--- src/rtl/alu_sequencer_if.sv ---
// Handshake bundle between command source, alu_sequencer and the ALU.
// ALU_SEQ_STICKY_FLAG_EN adds the flag_clr signal.
interface alu_sequencer_if #(
    parameter int DATA_WIDTH = 32
);
    logic                  cmd_valid;
    logic                  cmd_ready;
    logic [3:0]            cmd_op;
    logic [DATA_WIDTH-1:0] cmd_a;
    logic [DATA_WIDTH-1:0] cmd_b;
    logic                  cmd_use_acc;
    logic [3:0]            alu_op;
    logic [DATA_WIDTH-1:0] alu_a;
    logic [DATA_WIDTH-1:0] alu_b;
    logic [DATA_WIDTH-1:0] alu_r;
    logic                  alu_flag;
    logic                  res_valid;
    logic                  res_ready;
    logic [DATA_WIDTH-1:0] res_data;
    logic                  res_flag;
    logic                  busy;
`ifdef ALU_SEQ_STICKY_FLAG_EN
    logic                  flag_clr;

    modport master (
        output cmd_valid, cmd_op, cmd_a, cmd_b, cmd_use_acc,
        output res_ready, flag_clr, alu_r, alu_flag,
        input  cmd_ready, alu_op, alu_a, alu_b,
        input  res_valid, res_data, res_flag, busy
    );

    modport slave (
        input  cmd_valid, cmd_op, cmd_a, cmd_b, cmd_use_acc,
        input  res_ready, flag_clr, alu_r, alu_flag,
        output cmd_ready, alu_op, alu_a, alu_b,
        output res_valid, res_data, res_flag, busy
    );
`else
    modport master (
        output cmd_valid, cmd_op, cmd_a, cmd_b, cmd_use_acc,
        output res_ready, alu_r, alu_flag,
        input  cmd_ready, alu_op, alu_a, alu_b,
        input  res_valid, res_data, res_flag, busy
    );

    modport slave (
        input  cmd_valid, cmd_op, cmd_a, cmd_b, cmd_use_acc,
        input  res_ready, alu_r, alu_flag,
        output cmd_ready, alu_op, alu_a, alu_b,
        output res_valid, res_data, res_flag, busy
    );
`endif
endinterface

--- src/rtl/alu_sequencer.sv ---
// Command-side initiator for the ALU: issue, wait latency, return result.
// Optional sticky result flag enabled by ALU_SEQ_STICKY_FLAG_EN.
module alu_sequencer #(
    parameter int DATA_WIDTH  = 32,
    parameter int ALU_LATENCY = 1
) (
    input logic          clk,
    input logic          rst_n,
    alu_sequencer_if.slave bus
);
    typedef enum logic [1:0] {
        S_IDLE,
        S_WAIT,
        S_HOLD
    } state_t;

    state_t                r_state;
    state_t                w_next;
    logic [3:0]            r_cnt;
    logic [DATA_WIDTH-1:0] r_acc;
    logic [3:0]            r_alu_op;
    logic [DATA_WIDTH-1:0] r_alu_a;
    logic [DATA_WIDTH-1:0] r_alu_b;
    logic                  r_res_valid;
    logic [DATA_WIDTH-1:0] r_res_data;
    logic                  r_res_flag;
    logic                  w_accept;
    logic                  w_capture;
    logic                  w_release;
    logic                  w_flag_next;

    assign w_accept  = (r_state == S_IDLE) && bus.cmd_valid;
    assign w_capture = (r_state == S_WAIT) && (r_cnt == 4'd0);
    assign w_release = (r_state == S_HOLD) && bus.res_ready;

    always_ff @(posedge clk or negedge rst_n) begin
        if (!rst_n) r_state <= S_IDLE;
        else        r_state <= w_next;
    end

    always_comb begin
        w_next = r_state;
        unique case (r_state)
            S_IDLE:  if (w_accept)  w_next = S_WAIT;
            S_WAIT:  if (w_capture) w_next = S_HOLD;
            S_HOLD:  if (w_release) w_next = S_IDLE;
            default: w_next = S_IDLE;
        endcase
    end

    always_comb begin
        bus.cmd_ready = (r_state == S_IDLE);
        bus.busy      = (r_state != S_IDLE);
    end

`ifdef ALU_SEQ_STICKY_FLAG_EN
    // A capture on the same edge as a clear keeps only the fresh flag.
    always_comb begin
        w_flag_next = r_res_flag;
        if (w_capture && bus.flag_clr) w_flag_next = bus.alu_flag;
        else if (w_capture)            w_flag_next = r_res_flag | bus.alu_flag;
        else if (bus.flag_clr)         w_flag_next = 1'b0;
    end
`else
    always_comb begin
        w_flag_next = r_res_flag;
        if (w_capture) w_flag_next = bus.alu_flag;
    end
`endif

    always_ff @(posedge clk or negedge rst_n) begin
        if (!rst_n) begin
            r_cnt       <= 4'd0;
            r_acc       <= '0;
            r_alu_op    <= 4'hf;
            r_alu_a     <= '0;
            r_alu_b     <= '0;
            r_res_valid <= 1'b0;
            r_res_data  <= '0;
            r_res_flag  <= 1'b0;
        end else begin
            r_res_flag <= w_flag_next;
            if (w_accept) begin
                r_alu_op <= bus.cmd_op;
                r_alu_a  <= bus.cmd_use_acc ? r_acc : bus.cmd_a;
                r_alu_b  <= bus.cmd_b;
                r_cnt    <= 4'(ALU_LATENCY);
            end
            if (r_state == S_WAIT && r_cnt != 4'd0)
                r_cnt <= r_cnt - 4'd1;
            if (w_capture) begin
                r_res_data  <= bus.alu_r;
                r_acc       <= bus.alu_r;
                r_res_valid <= 1'b1;
            end
            if (w_release)
                r_res_valid <= 1'b0;
        end
    end

    assign bus.alu_op    = r_alu_op;
    assign bus.alu_a     = r_alu_a;
    assign bus.alu_b     = r_alu_b;
    assign bus.res_valid = r_res_valid;
    assign bus.res_data  = r_res_data;
    assign bus.res_flag  = r_res_flag;
endmodule
--- src/flat_wrapper.sv ---
// flat-port wrapper written by rule: the top's interface ports become plain ports
module alu_sequencer_flat 
#(
    parameter int DATA_WIDTH  = 32,
    parameter int ALU_LATENCY = 1
)
  (clk, rst_n, bus_cmd_valid, bus_cmd_op, bus_cmd_a, bus_cmd_b, bus_cmd_use_acc, bus_res_ready, bus_alu_r, bus_alu_flag, bus_cmd_ready, bus_alu_op, bus_alu_a, bus_alu_b, bus_res_valid, bus_res_data, bus_res_flag, bus_busy);
  alu_sequencer_if #(.DATA_WIDTH(DATA_WIDTH)) bus_i ();
  input logic clk;
  input logic rst_n;
  input wire logic [$bits(bus_i.cmd_valid)-1:0] bus_cmd_valid;
  input wire logic [$bits(bus_i.cmd_op)-1:0] bus_cmd_op;
  input wire logic [$bits(bus_i.cmd_a)-1:0] bus_cmd_a;
  input wire logic [$bits(bus_i.cmd_b)-1:0] bus_cmd_b;
  input wire logic [$bits(bus_i.cmd_use_acc)-1:0] bus_cmd_use_acc;
  input wire logic [$bits(bus_i.res_ready)-1:0] bus_res_ready;
  input wire logic [$bits(bus_i.alu_r)-1:0] bus_alu_r;
  input wire logic [$bits(bus_i.alu_flag)-1:0] bus_alu_flag;
  output wire logic [$bits(bus_i.cmd_ready)-1:0] bus_cmd_ready;
  output wire logic [$bits(bus_i.alu_op)-1:0] bus_alu_op;
  output wire logic [$bits(bus_i.alu_a)-1:0] bus_alu_a;
  output wire logic [$bits(bus_i.alu_b)-1:0] bus_alu_b;
  output wire logic [$bits(bus_i.res_valid)-1:0] bus_res_valid;
  output wire logic [$bits(bus_i.res_data)-1:0] bus_res_data;
  output wire logic [$bits(bus_i.res_flag)-1:0] bus_res_flag;
  output wire logic [$bits(bus_i.busy)-1:0] bus_busy;
  assign bus_i.cmd_valid = bus_cmd_valid;
  assign bus_i.cmd_op = bus_cmd_op;
  assign bus_i.cmd_a = bus_cmd_a;
  assign bus_i.cmd_b = bus_cmd_b;
  assign bus_i.cmd_use_acc = bus_cmd_use_acc;
  assign bus_i.res_ready = bus_res_ready;
  assign bus_i.alu_r = bus_alu_r;
  assign bus_i.alu_flag = bus_alu_flag;
  assign bus_cmd_ready = bus_i.cmd_ready;
  assign bus_alu_op = bus_i.alu_op;
  assign bus_alu_a = bus_i.alu_a;
  assign bus_alu_b = bus_i.alu_b;
  assign bus_res_valid = bus_i.res_valid;
  assign bus_res_data = bus_i.res_data;
  assign bus_res_flag = bus_i.res_flag;
  assign bus_busy = bus_i.busy;
  alu_sequencer #(.DATA_WIDTH(DATA_WIDTH), .ALU_LATENCY(ALU_LATENCY)) u_core (.clk(clk), .rst_n(rst_n), .bus(bus_i));
endmodule
--- config.mk ---
export PLATFORM = sky130hd
export DESIGN_NAME = alu_sequencer_flat
export DESIGN_NICKNAME = d
export VERILOG_FILES = /design/src/rtl/alu_sequencer_if.sv /design/src/rtl/alu_sequencer.sv /design/src/flat_wrapper.sv
export SDC_FILE = /design/constraint.sdc
export NUM_CORES = 1
export LEC_CHECK = 0
export ABC_AREA = 0
export CAP_MARGIN = 25
export CORE_UTILIZATION = 37
export DETAILED_ROUTE_END_ITERATION = 16
export PLACE_DENSITY = 0.85
export REMOVE_ABC_BUFFERS = 1
export SLEW_MARGIN = 10
export SYNTH_ARGS = -nofsm -noshare
export SYNTH_HDL_FRONTEND = slang
export SYNTH_SLANG_ARGS = --single-unit
--- constraint.sdc ---
create_clock -name clk -period 1.7 [get_ports clk]
set_clock_uncertainty 0.2 [all_clocks]
set_input_delay 0.34 -clock clk [delete_from_list [all_inputs] [get_ports clk]]
set_output_delay 0.34 -clock clk [all_outputs]
set_load 0.05 [all_outputs]
==> flow_summary.json, run 1 <==
{
  "drv_cap": 0,
  "dr.pass1.iters": 4,
  "synth_xor_area_share_pct": 0,
  "synth-edff-count": 0,
  "hold_viol": 0,
  "track_usage_pct": 21.7,
  "total_power_w": 0.0239,
  "required_ns": 1.74,
  "routed_via_density": 5.02,
  "fillers": 658,
  "multiInputGateArea_sq_um": 2150,
  "drtIter0Drc": 110,
  "cts_tree": "built",
  "async_flop_share_pct": 100,
  "synth-seq-area-share_pct": 59.5,
  "violations": "negative setup slack",
  "core_sq_um": 12000,
  "vias": 3674,
  "antenna_found_initial": 0,
  "whs_ns": 0.337,
  "cts.sink_count": 108,
  "cp_max_fo": 13,
  "reg2reg_to": "u_core.r_acc[3]",
  "switching_share_pct": 42.6,
  "switchingPower_w": 0.0102,
  "antenna_left": 0,
  "crit_arrival_ns": 1.95,
  "seq_area_sq_um": 2710,
  "clk_latency_ns": 0.35,
  "die_h_microns": 113,
  "syn_to_final_growth_pct": 105,
  "final_common_cell": "buf_12",
  "synth_compound_gate_area_share_pct": 5.03,
  "initial_core_util_pct": 37.9,
  "path_clk_slew_ns": 0.07,
  "layout-drive-gt1-share_pct": 54.5,
  "grt_pass1_vias": 4061,
  "fin_area_sq_um": 9330,
  "synth_cell_types": 31,
  "rrSetupSlack_ns": -0.21,
  "final_nets": 687,
  "placedInstanceArea_sq_um": 7930,
  "fp.dieW_microns": 113,
  "hold_class": "primary input to async pin",
  "tightest_slew_ns": 0.622,
  "die_area_sq_um": 12700,
  "numCtsBuffers": 9,
  "synth_area_sq_um": 4550,
  "diodes": 0,
  "reg2reg_depth": 7,
  "synth-seq-cells": 108,
  "synthMuxAreaShare_pct": 26.4,
  "clk_path_buf_depth": 2,
  "relSlewSlack_pct": 58.6,
  "std_cell_rows": 40,
  "finalSetupViolCount": 103,
  "start_kind": "flop",
  "finalCriticalPeriod_ns": 1.91,
  "gp_congestion": 0.755,
  "max_freq_mhz": 523,
  "port_buffers": 209,
  "rsz0062_at_grt": "true",
  "synthAdderAreaFrac_pct": 0.275,
  "cp-end-kind": "flop",
  "power.share.clock_pct": 9.5,
  "p_int_w": 0.0137,
  "combPwrFrac_pct": 66.8,
  "crit_start": "u_core.r_cnt[1]",
  "ctsRootBufferMaster": "clkbuf_16",
  "yosys.area_share.simple_pct": 5.20,
  "rr_startpoint": "u_core.r_cnt[1]",
  "path_class": "flop to flop",
  "grt_max_degree": 61,
  "synth_flop_cell": "dfrtp_1",
  "setup_ws_ns": -0.214,
  "pwr-share-seq_pct": 23.7,
  "worstSetupEndpoint": "u_core.r_acc[3]",
  "synth_top_family_by_area": "multiplexers",
  "outcome": "finished with violations",
  "min_period_over_period_pct": 113,
  "synth_cells": 324,
  "stdcell_count": 732,
  "grt_overflow_total": 0,
  "p_leak_nw": 4.17,
  "final_cell_mix": "buf_12 (117), clkdlybuf4s50_1 (103), dfrtp_1 (103)",
  "p_per_area_nw_per_um2": 2570,
  "yosys_warnings": 0,
  "io_pins": 210,
  "slew_violations": 0,
  "dp.cells": 682,
  "routed_wl_mm": 15.6,
  "irDropWorstVdd_mv": 1.61,
  "wl_per_cell_microns": 21.3,
  "h-tree-depth": 3,
  "drc": 0,
  "dp_hpwl_mm": 9.52,
  "grt_first_pass_wirelength_mm": 21.0,
  "avgSynthCellArea_sq_um": 14.0
}
[registers in the layout, indices dropped and copies added, names as in the netlist]
| signal | flops |
|---|---|
| u_core.bus.alu_a | 32 |
| u_core.bus.alu_b | 32 |
| u_core.bus.alu_op | 4 |
| u_core.bus.res_flag | 1 |
| u_core.bus.res_valid | 1 |
| u_core.r_acc | 32 |
| u_core.r_cnt | 4 |
| u_core.r_state | 2 |
[layer usage]
layer	global-route usage [%]	up-vias	part of all wire, %
met4	11.1	0	3.2
met5	0	-	0
li1	-	1638	-
met2	39.5	162	54
met3	6.75	34	6.6
met1	22.6	1840	36
[synth_stat cells, types with 2 or more instances]
cell type / n / share of area (%)
dfrtp_1: 104 / 57
mux2_2: 41 / 10
a21oi_1: 34 / 3.7
nor2_1: 33 / 2.7
mux2i_1: 32 / 7.0
mux2_4: 28 / 9.2
buf_2: 7 / 0.77
buf_6: 6 / 1.5
inv_1: 6 / 0.49
buf_4: 4 / 0.66
dfstp_2: 4 / 2.3
o21ai_0: 4 / 0.44
nor2b_1: 2 / 0.27
o31ai_1: 2 / 0.33
[critical path, cell delays in order (launching register included)]
cell     delay [ns]
dfrtp_1        0.40
inv_2          0.09
ha_4           0.13
nor3b_4        0.23
nand3_4        0.13
buf_12         0.16
buf_12         0.15
mux2_4         0.31
[timing repair]
action                                  4_1_cts  5_1_grt
endpoints found under the hold margin       104        0
hold buffers                                  1        0
buffers inserted                             11       10
resized for setup                            22      140
endpoints found under the setup margin       76      105
pin swaps                                     0        3
gates cloned                                  4        9
[power by group through the flow]
stage	sequential [W]	clock, W	combinational [W]
after global placement	0.00541	0	0.0132
final	0.00568	0.00228	0.0160
after global routing	0.00585	0.00241	0.0165
after detailed placement	0.00553	0	0.0135
after CTS	0.00549	0.00232	0.0142
after floorplan	0.00904	0	0.00266
[logic make-up (layout without fill, tap and decap cells)]
kind of cell,count (synthesis),count (layout)
muxes,101,101
buffers and inverters,25,286
DFF,108,108
adders and majority gates,1,1
AOI/OAI and AO/OA,43,43
and+or+nand+nor,46,46
[worst min path at each step]
stage / to / depth (start not counted) / slack [ns]
3_3_place_gp: u_core.bus.alu_a[27] / 2 / 0.15
2_1_floorplan: u_core.bus.alu_a[0] / 0 / -0.16
5_1_grt: u_core.r_acc[27] / 3 / 0.37
4_1_cts: u_core.bus.alu_a[27] / 3 / 0.35
3_5_place_dp: u_core.bus.alu_a[27] / 2 / 0.16
6_report: u_core.bus.alu_a[27] / 3 / 0.34
[metrics by stage]
step	worst slack, ns	util (%)	setup TNS (ns)
floorplan	-1.75	-	-129.54
global placement	-0.380	66.0	-25.49
detailed placement	-0.406	66.0	-29.25
CTS	-0.153	71.1	-7.16
global route	-0.270	77.7	-20.12
finish	-0.214	77.7	-13.81
[area by class of cell]
class	instances	area share [%]
timing repair buffer	264	42.3
sequential	108	29.0
multi-input combinational	191	23.1
clock buffer	12	2.64
tap	147	1.97
clock inverter	4	0.778
inverter	6	0.241
Power figures use the tool's default switching activity.
==> inputs of run 2 (changes only) <==
--- a/config.mk
+++ b/config.mk
@@ -10,7 +10,9 @@
 export CORE_UTILIZATION = 37
 export DETAILED_ROUTE_END_ITERATION = 16
 export PLACE_DENSITY = 0.85
+export RECOVER_POWER = 100
 export REMOVE_ABC_BUFFERS = 1
+export SETUP_SLACK_MARGIN = 0.4
 export SLEW_MARGIN = 10
 export SYNTH_ARGS = -nofsm -noshare
 export SYNTH_HDL_FRONTEND = slang
==> run 2 against run 1 <==
The run still ends with negative setup slack left. Hold slack worse by 0.012 ns. Clock power about the same. First-iteration DRC count up 24%. Clock-buffer cell count unchanged. Maximum frequency up 0.76%. Combinational power down 11%. Cell count up 9.2%. Critical endpoint is now u_core.r_acc[22]. Largest cell class unchanged. Highest routed layer unchanged.
==> flow_summary.json, run 2 (synthesis gave the netlist of run 1 again) <==
{
  "outcome": "finished with violations",
  "violations": "negative setup slack",
  "final_common_cell": "clkdlybuf4s50_1",
  "path_clk_slew_ns": 0.07,
  "layout-drive-gt1-share_pct": 61.3,
  "diodes": 0,
  "pre_cts_ws_ns": -0.406,
  "track_usage_pct": 23.5,
  "crit_arrival_ns": 1.94,
  "hold_depth": 1,
  "irDropWorstVdd_mv": 1.34,
  "clk_path_buf_depth": 2,
  "hold_class": "flop to flop",
  "grt_overflow_total": 0,
  "required_ns": 1.74,
  "dp.cells": 682,
  "cp-end-kind": "flop",
  "grt_pass1_vias": 4306,
  "hold_end": "u_core.bus.alu_b[5]",
  "h-tree-depth": 3,
  "routed_via_density": 5.07,
  "core_sq_um": 12000,
  "cp_max_fo": 13,
  "antenna_found_initial": 0,
  "p_per_area_nw_per_um2": 2530,
  "port_buffers": 209,
  "syn_to_final_growth_pct": 87.7,
  "drc": 0,
  "cpLargestDelayFamily": "flip-flops",
  "std_cell_rows": 40,
  "drtIter0Drc": 136,
  "fp.dieW_microns": 113,
  "finalCriticalPeriod_ns": 1.90,
  "vias": 4053,
  "fin_util_pct": 71.1,
  "stdcell_count": 799,
  "min_period_over_period_pct": 112,
  "clk_latency_ns": 0.35,
  "ctsRootBufferMaster": "clkbuf_16",
  "reg2reg_depth": 7,
  "hold_start": "u_core.bus.alu_b[5]",
  "fillers": 750,
  "dr.pass1.iters": 4,
  "grt_max_degree": 61,
  "dp_hpwl_mm": 9.52,
  "tns_ns": -10.88,
  "die_area_sq_um": 12700,
  "final_cell_mix": "clkdlybuf4s50_1 (103), dfrtp_1 (95), clkbuf_2 (93)",
  "io_pins": 210,
  "multiInputGateArea_sq_um": 2200,
  "setup_ws_ns": -0.199,
  "rr_startpoint": "u_core.r_cnt[1]",
  "antenna_left": 0,
  "gp_congestion": 0.755,
  "finalSetupViolCount": 101,
  "start_kind": "flop",
  "crit_path_frequent_cell": "buf_12",
  "routed_wl_mm": 17.7,
  "final_nets": 754,
  "die_h_microns": 113,
  "slew_violations": 0,
  "rsz0062_at_grt": "true",
  "cts.sink_count": 108,
  "total_power_w": 0.0216,
  "max_freq_mhz": 527,
  "hold_viol": 0,
  "wl_per_cell_microns": 22.2,
  "cts_tree": "built",
  "critical_path_buf_inv_count": 3,
  "cp_cell_sequence": "inv_2, ha_4, nor3b_4, nand3_4, buf_12, buf_12, mux2_4",
  "relSlewSlack_pct": 44.9,
  "numCtsBuffers": 9,
  "initial_core_util_pct": 37.9,
  "grt_first_pass_wirelength_mm": 22.8,
  "crit_path_top_delay_cell": "dfrtp_1",
  "crit_start": "u_core.r_cnt[1]",
  "rrSetupSlack_ns": -0.20,
  "p_leak_nw": 4.00,
  "reg2reg_to": "u_core.r_acc[22]",
  "seq_area_sq_um": 2720,
  "tightest_slew_ns": 0.827,
  "max_stage_delay_ns": 0.40,
  "drv_cap": 0,
  "path_class": "flop to flop"
}
[run 2: cell count changes in the layout (fill, tap and decap cells not counted), sizes merged]
cell	previous run	this run
clkbuf	20	114
buf	152	125
[run 2: area by class of cell]
cell class	count	share of cell area, %
Clock inverter	4	0.849
Timing Repair Buffer	331	36.2
Multi-Input combinational cell	191	25.8
Inverter	6	0.293
Tap cell	147	2.15
Sequential cell	108	31.8
Clock buffer	12	2.88
[run 2: worst register-to-register path: cells and delay by family (launching register included)]
| kind | cells | cell delay (ns) |
|---|---|---|
| adder cells (fa/ha/maj) | 1 | 0.13 |
| buffers and inverters | 3 | 0.39 |
| flip-flops | 1 | 0.40 |
| multiplexers | 1 | 0.31 |
| AND/OR/NAND/NOR | 2 | 0.36 |
[run 2: worst max path at each step]
stage | endpoint | cells after the start
final | u_core.r_acc[22] | 7
after global routing | u_core.r_acc[22] | 7
after CTS | bus_cmd_ready | 4
after detailed placement | u_core.bus.alu_b[28] | 4
after global placement | u_core.bus.alu_b[16] | 4
after floorplan | u_core.bus.alu_b[0] | 2
[run 2: what timing repair did]
action                                 4_1_cts  5_1_grt
pin swaps                                    5        5
buffers inserted                            55       33
gates cloned                                 5        7
endpoints found under the hold margin      104        0
setup endpoints to repair                  212      260
hold buffers                                 1        0
gates resized for setup                     43      149
[run 2: per-stage QoR]
step	cell area [sq um]	hold WS, ns
after floorplan	4410	-0.156
after global placement	7930	0.153
after detailed placement	7930	0.163
after CTS	9030	0.349
after global routing	8540	0.336
final	8540	0.325
[run 2: routing by layer]
metal  routed length (microns)  track usage (%)
met2                      9560             43.6
met1                      6510             24.9
met5                         0                0
met3                      1080             6.27
met4                       561             10.9
[run 2: power by group]
part           internal [W]  switching [W]  total (W)
Sequential          0.00393        0.00102    0.00495
Combinational       0.00613        0.00821     0.0143
Clock               0.00133       0.000976    0.00231
